## src/rtl/multdiv_ctrl.sv

```systemverilog
// Iterative signed 32-bit multiply (radix-2 shift-add) and divide (restoring) controller.
// One iteration per clock; a new start pulse aborts any running operation.
module multdiv_ctrl #(
   parameter int WIDTH = 32
) (
   input  logic             clock,
   input  logic             reset_n,
   input  logic [WIDTH-1:0] data_operandA,
   input  logic [WIDTH-1:0] data_operandB,
   input  logic             ctrl_MULT,
   input  logic             ctrl_DIV,
   output logic [WIDTH-1:0] data_result,
   output logic             data_exception,
   output logic             data_resultRDY,
   output logic             busy
);

   typedef enum logic [1:0] {IDLE, MUL, DIV, DONE} state_t;

   state_t             state, state_next;
   logic [5:0]         cnt, cnt_next;
   logic [WIDTH-1:0]   mag, mag_next;
   logic [2*WIDTH-1:0] work, work_next;
   logic               neg, neg_next;
   logic [WIDTH-1:0]   result_next;
   logic               exc_next;

   logic [WIDTH:0]     sum;
   logic [WIDTH:0]     diff;
   logic [2*WIDTH-1:0] mul_step, div_step;
   logic [2*WIDTH-1:0] prod_signed;
   logic [WIDTH-1:0]   quo_signed;
   logic               prod_ovf, quo_ovf;
   logic               last_iter;

   function automatic logic [WIDTH-1:0] abs_val(input logic [WIDTH-1:0] x);
      return x[WIDTH-1] ? (~x + 1'b1) : x;
   endfunction

   // mag holds the multiplicand (MUL) or divisor (DIV) magnitude; work holds
   // {accumulator, multiplier} for MUL and {remainder, dividend/quotient} for DIV.
   always_comb begin
      sum      = {1'b0, work[2*WIDTH-1:WIDTH]} + {1'b0, (work[0] ? mag : '0)};
      mul_step = {sum, work[WIDTH-1:1]};
      diff     = work[2*WIDTH-1:WIDTH-1] - {1'b0, mag};
      div_step = diff[WIDTH] ? {work[2*WIDTH-2:0], 1'b0}
                             : {diff[WIDTH-1:0], work[WIDTH-2:0], 1'b1};
      prod_signed = neg ? (~work + 1'b1) : work;
      prod_ovf    = ~((&prod_signed[2*WIDTH-1:WIDTH-1]) | ~(|prod_signed[2*WIDTH-1:WIDTH-1]));
      quo_signed  = neg ? (~work[WIDTH-1:0] + 1'b1) : work[WIDTH-1:0];
      // A positive quotient of magnitude 2^31 only arises from MIN / -1.
      quo_ovf     = ~neg & work[WIDTH-1];
      last_iter   = (cnt == 6'(WIDTH));
   end

   always_comb begin
      state_next  = state;
      cnt_next    = cnt;
      mag_next    = mag;
      work_next   = work;
      neg_next    = neg;
      result_next = data_result;
      exc_next    = data_exception;

      case (state)
         MUL: begin
            if (last_iter) begin
               result_next = prod_signed[WIDTH-1:0];
               exc_next    = prod_ovf;
               state_next  = DONE;
            end else begin
               work_next = mul_step;
               cnt_next  = cnt + 6'd1;
            end
         end
         DIV: begin
            if (mag == '0) begin
               result_next = '0;
               exc_next    = 1'b1;
               state_next  = DONE;
            end else if (last_iter) begin
               result_next = quo_signed;
               exc_next    = quo_ovf;
               state_next  = DONE;
            end else begin
               work_next = div_step;
               cnt_next  = cnt + 6'd1;
            end
         end
         DONE:    state_next = IDLE;
         default: state_next = IDLE;
      endcase

      // A start pulse wins over whatever the current state would do.
      if (ctrl_MULT || ctrl_DIV) begin
         cnt_next = '0;
         neg_next = data_operandA[WIDTH-1] ^ data_operandB[WIDTH-1];
         if (ctrl_MULT && ctrl_DIV) begin
            result_next = '0;
            exc_next    = 1'b1;
            state_next  = DONE;
         end else if (ctrl_MULT) begin
            mag_next   = abs_val(data_operandA);
            work_next  = {{WIDTH{1'b0}}, abs_val(data_operandB)};
            state_next = MUL;
         end else begin
            mag_next   = abs_val(data_operandB);
            work_next  = {{WIDTH{1'b0}}, abs_val(data_operandA)};
            state_next = DIV;
         end
      end
   end

   always_ff @(posedge clock or negedge reset_n) begin
      if (!reset_n) begin
         state          <= IDLE;
         cnt            <= '0;
         mag            <= '0;
         work           <= '0;
         neg            <= 1'b0;
         data_result    <= '0;
         data_exception <= 1'b0;
      end else begin
         state          <= state_next;
         cnt            <= cnt_next;
         mag            <= mag_next;
         work           <= work_next;
         neg            <= neg_next;
         data_result    <= result_next;
         data_exception <= exc_next;
      end
   end

   // A zero divisor never iterates, so it is not reported as busy.
   assign busy           = (state == MUL) || ((state == DIV) && (mag != '0));
   assign data_resultRDY = (state == DONE);

endmodule
```

## config.mk

```make
export PLATFORM = sky130hd
export DESIGN_NAME = multdiv_ctrl
export DESIGN_NICKNAME = d
export VERILOG_FILES = /design/src/rtl/multdiv_ctrl.sv
export SDC_FILE = /design/constraint.sdc
export NUM_CORES = 1
export LEC_CHECK = 0
export ABC_CLOCK_PERIOD_IN_PS = 6400
export CORE_ASPECT_RATIO = 1.1
export CORE_UTILIZATION = 25
export CTS_CLUSTER_DIAMETER = 40
export DETAILED_ROUTE_END_ITERATION = 10
export HOLD_SLACK_MARGIN = 0.02
export SLEW_MARGIN = 20
export SYNTH_ARGS = -nofsm -noshare
export SYNTH_HDL_FRONTEND = slang
export SYNTH_SLANG_ARGS = --single-unit
```

## constraint.sdc

```tcl
create_clock -name clock -period 6.4 [get_ports clock]
set_input_delay 0.96 -clock clock [delete_from_list [all_inputs] [get_ports clock]]
set_output_delay 0.96 -clock clock [all_outputs]
set_load 0.1 [all_outputs]
```

# Word level (Yosys, flattened, before mapping)
# Index checks and enable logic that the tools add are counted.
dict set report totals {
  out_inout_bits 35
  wordCells 77
  reg_bits 138
  in_bits 68
}
dict set report classes {
  bitwise 11
  addsub 7
  reduce_logical 11
  muxes 36
  n_eq_ne 5
}
# op n
set ops {}
lappend ops {{64-bit 2-to-1 mux} 7}
lappend ops {{32-bit 2-to-1 mux} 11}
lappend ops {{64-bit case mux with 2 select lines} 1}
lappend ops {{32-bit by 1-bit adder with 32-bit output (second input constant)} 3}
lappend ops {{32-bit NOT} 3}
lappend ops {{64-bit by 1-bit adder with 64-bit output (second input constant)} 1}
lappend ops {{64-bit NOT} 1}
lappend ops {{32-bit case mux with 2 select lines} 1}
lappend ops {{32-bit by 32-bit adder with 33-bit output} 1}
lappend ops {{33-bit AND reduction} 1}
lappend ops {{33-bit OR reduction} 1}
lappend ops {{33-bit by 32-bit subtractor with 33-bit output} 1}
lappend ops {{32-bit zero test} 1}
lappend ops {{32-bit nonzero test} 1}
lappend ops {{6-bit 2-to-1 mux} 3}
lappend ops {{6-bit case mux with 2 select lines} 1}
lappend ops {{2-bit 2-to-1 mux} 5}
lappend ops {{6-bit by 1-bit adder with 6-bit output (second input constant)} 1}
lappend ops {{6-bit == test (second input constant)} 1}
lappend ops {{1-bit 2-to-1 mux} 5}
lappend ops {{2-bit == test (second input constant)} 2}
lappend ops {{1-bit NOT} 4}
lappend ops {{2-bit case mux with 2 select lines} 1}
lappend ops {{2-bit AND reduction} 2}
lappend ops {{other kinds (9)} 11}

# Longest topological paths before layout
dict set report depth {
  word_depth 11
  ltp_mapped 15
  ltp_nobuf 14
}

# Worst setup path before layout
# OpenSTA, ideal clock, no wires.
dict set report synth_timing {
  path_kind {register -> register}
  start {register work[0]}
  end {register work[60]}
  slack_ps 2480
  stages_incl_launch_ff 16
  t_arrival_ps 3816
  path_buffers 2
  period_less_slack_ps 3920
  t_required_ps 6296
  setup_time_ps 104
  cell_sequence {dfrtp_1 > clkbuf_1 > inv_1 > clkbuf_1 > nor2_1 > ha_1 > nand3_1 > o22ai_1 > o2111ai_1 > a21oi_1 > a311oi_1 > o31ai_1 > a21oi_1 > or4b_2 > a31o_2 > a221oi_1}
}
dict set report synth_between {
  elab_chain_len 6
}
# item line_no
set synth_rtl {}
lappend synth_rtl {{start: declaration} 23} ;# logic [2*WIDTH-1:0] work, work_next;
lappend synth_rtl {{start signal: assignment} 127} ;# work <= work_next;
lappend synth_rtl {{32-bit 2-to-1 mux (*)} 43} ;# sum = {1'b0, work[2*WIDTH-1:WIDTH]} + {1'b0, (work[0] ? mag : '0)};
lappend synth_rtl {{32-bit by 32-bit adder with 33-bit output (*)} 43}
lappend synth_rtl {{64-bit 2-to-1 mux (*)} 67} ;# if (last_iter) begin
lappend synth_rtl {{64-bit case mux with 2 select lines (*)} 65} ;# case (state)
lappend synth_rtl {{64-bit 2-to-1 mux} 98} ;# if (ctrl_MULT && ctrl_DIV) begin
lappend synth_rtl {{64-bit 2-to-1 mux (*)} 95} ;# if (ctrl_MULT || ctrl_DIV) begin
lappend synth_rtl {{named net work_next[60]} 23}
# The timed path passes the listed nets; every way through them passes the cells marked *.
# A chain may end at the register's enable or synchronous reset.

# Worst setup path in the final report
dict set report layout_timing {
  start {register state[1]}
  end {output port busy}
}
dict set report layout_between {
  elab_chain_len 3
  elab_cells_between_ends 4
  classes_between {eq/ne (2); reduce/logical (2)}
}
# item line_no
set layout_rtl {}
lappend layout_rtl {{start: declaration} 20} ;# state_t state, state_next;
lappend layout_rtl {{start signal: assignment} 124} ;# state <= state_next;
lappend layout_rtl {{2-bit == test} 135} ;# assign busy = (state == MUL) || ((state == DIV) && (mag != '0));
lappend layout_rtl {{1-bit logical AND} 135}
lappend layout_rtl {{1-bit logical OR (*)} 135}
lappend layout_rtl {{end: declaration} 15} ;# output logic busy
# Mark *: on every way between the ends. The rest lies on a longest branch, timed or not.

==> results.json <==
{
  "drive_above_1_share_pct": 5.47,
  "die_w_microns": 232,
  "grt_overflow": 0,
  "rows": 92,
  "hold_path.class": "reg -> reg",
  "dpl.hpwl_mm": 42.3,
  "cts_made_buffers": 17,
  "vias": 15000,
  "synthFlopType": "dfrtp_1",
  "setup_viol": 0,
  "synthTopCellsByArea": "dfrtp_1 24%, ha_1 6.5%, o21ai_0 6.0%",
  "final-hold-violation-count": 0,
  "ys_warn_count": 0,
  "timing.hold.ws_ps": 523,
  "cap_viol_max_count": 0,
  "antenna_found_initial": 0,
  "die_h_microns": 255,
  "p_per_area_nw_per_um2": 216,
  "ys_types": 73,
  "first_pass_iters": 7,
  "status": "finished, final reports clean",
  "routedWlPerCell_microns": 20.7,
  "skew_ps": 18.4,
  "dieArea_sq_um": 59300,
  "cts_max_level": 4,
  "drtIter0Drc": 1355,
  "syn_avg_cell_area_sq_um": 7.62,
  "grt_use_total_pct": 18.5,
  "r2r_start": "work[0]$_DFF_PN0_",
  "cts_tree": "done",
  "antenna_cells": 0,
  "startpoint": "state[1]$_DFF_PN0_",
  "synth_edf_count": 0,
  "grt_first_pass_wirelength_mm": 85.8,
  "area_delta_synth_final_pct": 15.2,
  "clkSinkCount": 138,
  "cts.clk_slew.worst_paths_ps": 70,
  "yosys_register_bits": 138,
  "async_flop_share_pct": 100,
  "fin_nets": 2054,
  "cts_setup_buffers": 0,
  "final.min_clock_period_ps": 4670,
  "leakage_nw": 6.81,
  "grt_start_max_net_pins": 118,
  "postSynthCellCount": 1914,
  "start_util_pct": 25.4,
  "syn_nets": 2060,
  "min_from": "mag[30]$_DFFE_PN0P_",
  "antenna_left": 0,
  "core_area_sq_um": 57400,
  "synthDominantCellAreaShare_pct": 23.7,
  "via_per_inst": 5.62,
  "drc": 0,
  "hold_buffers": 0,
  "fin_crit_sh_pct": 72.9,
  "start_kind": "register",
  "finalMaxSlewViolations": 0,
  "cp-end-kind": "output port",
  "irDropWorstVdd_uv": 239,
  "syn_area_sq_um": 14600,
  "yosys.area.top_type": "dfrtp_1",
  "clock.fmax_mhz": 214,
  "cp_data_required_time_ps": 5440,
  "fin_tns_setup_ps": 0,
  "arrival_ps": 3710,
  "critPathKind": "reg -> out",
  "final_core_util_pct": 29.3,
  "cts_buffer_depth": 2,
  "num_io_pins": 103,
  "numPortBuffers": 102,
  "maxSlewHeadroom_pct": 31.0,
  "routed_wl_mm": 55.2,
  "postCtsResizedCells": 0,
  "clkLatencyLatePin_ps": 450,
  "place_congestion": 0.940,
  "first_global_vias": 14400,
  "crit_path_max_fanout": 47,
  "tightest_slew_ps": 1030,
  "ys_seq_area_share_pct": 23.7,
  "rsz0062_at_grt": "no",
  "cts_root_buf": "clkbuf_16"
}
cell usage in the layout, fill, tap and decap left out, drive strengths merged, types with 33 or more instances in the layout:
cell | netlist | routed
a222oi | 33 | 33
mux2i | 38 | 38
nor2 | 181 | 181
xor2 | 77 | 77
inv | 77 | 83
xnor2 | 86 | 86
a22o | 66 | 66
clkdlybuf4s50 | 0 | 99
dfrtp | 138 | 138
nand2 | 175 | 175
o31ai | 37 | 37
ha | 76 | 76
a21oi | 109 | 109
o21ai | 177 | 177
o211ai | 41 | 41
final cells by class:
type / instances / area (sq um)
sequential: 138 / 3450
timing repair buffer: 128 / 1210
inverter: 77 / 289
multi-input combinational: 1546 / 10300
clock inverter: 14 / 181
tap: 752 / 941
fill: 6066 / 40600
clock buffer: 18 / 439
registers in the layout (all words and copies together), names as in the netlist:
register        count
mag                32
work               64
neg                 1
data_exception      1
data_result        32
state               2
cnt                 6
synthesized netlist by cell type (6+ instances only):
library cell    n
a21oi_1       109
a211oi_1       24
nor3_1         29
o21a_1         13
o31a_1          8
xor2_1         77
a221oi_1        6
and2_1         14
a31oi_1        21
o31ai_1        37
inv_1          77
nand4_1        19
or2_2          15
a222oi_1       33
a32o_1          6
mux2_2          7
a21boi_0        9
o41ai_1        15
clkbuf_1      139
ha_1           76
nand3_1        23
nand4b_1        7
a21o_1         20
nor2_1        180
mux2i_1        38
and3_1         12
o22ai_1        16
or3_1          24
nor2b_1        10
nand2_1       175
xnor2_1        86
or4_1          21
nand2b_1       20
a22oi_1        25
dfrtp_1       138
a22o_1         66
buf_1          12
o21ai_0       176
o211ai_1       41
nor4_1         26
path summary, 6_finish.rpt:
check                                                 end  slack [ps]  depth (start not counted)
worst min register to register        mag[30]$_DFFE_PN0P_         520                          1
min in group asynchronous       data_result[14]$_DFF_PN0_         540                          1
worst min-delay path                  mag[30]$_DFFE_PN0P_         520                          1
max in group asynchronous              work[41]$_DFF_PN0_        4540                          2
worst max-delay path                                 busy        1730                          6
worst max register to register         work[60]$_DFF_PN0_        1740                         13
critical path: stages (launching register included):
cell	delay [ps]
dfrtp_1	430
inv_1	100
ha_1	160
buf_4	500
inv_1	550
nand2_1	280
clkdlybuf4s50_1	1210
kinds of logic (layout without fill, tap and decap cells):
kind of cell / count (synthesis) / count (layout) / synth area share [%]
AOI/OAI and AO/OA: 666 / 666 / 31.0
xor gates and xnor gates: 163 / 163 / 9.79
adders and majority gates: 78 / 78 / 6.79
buffers and inverters: 230 / 237 / 5.98
DFF: 138 / 138 / 23.7
muxes: 45 / 45 / 3.15
and+or+nand+nor: 594 / 594 / 19.6
metrics by stage:
step           std cells  power (W)  instance area [sq um]  worst slack, ps
2_1_floorplan       1914    0.00209                  14600             2480
3_3_place_gp        2641    0.00256                  16200             1980
3_5_place_dp        2641    0.00258                  16200             1900
4_1_cts             2673    0.00363                  16800             1730
5_1_grt             2673    0.00384                  16800             1380
6_report            2673    0.00363                  16800             1730
per-layer routing:
layer  up-vias  wire length [microns]  part of all wire [%]  global-route usage (%)
met4         0                   2380                   4.3                    8.39
li1       7070                      -                     -                       -
met1      7272                  23600                    43                    24.1
met5         -                      0                     0                       0
met3       113                   3510                   6.3                    2.92
met2       569                  25800                    47                    29.8
report_power, final:
part           total (W)  switching (W)  internal (W)
clock            0.00105       0.000447      0.000602
sequential       0.00112       0.000161      0.000960
combinational    0.00146       0.000930      0.000533
(Power assumes the default switching activity.)
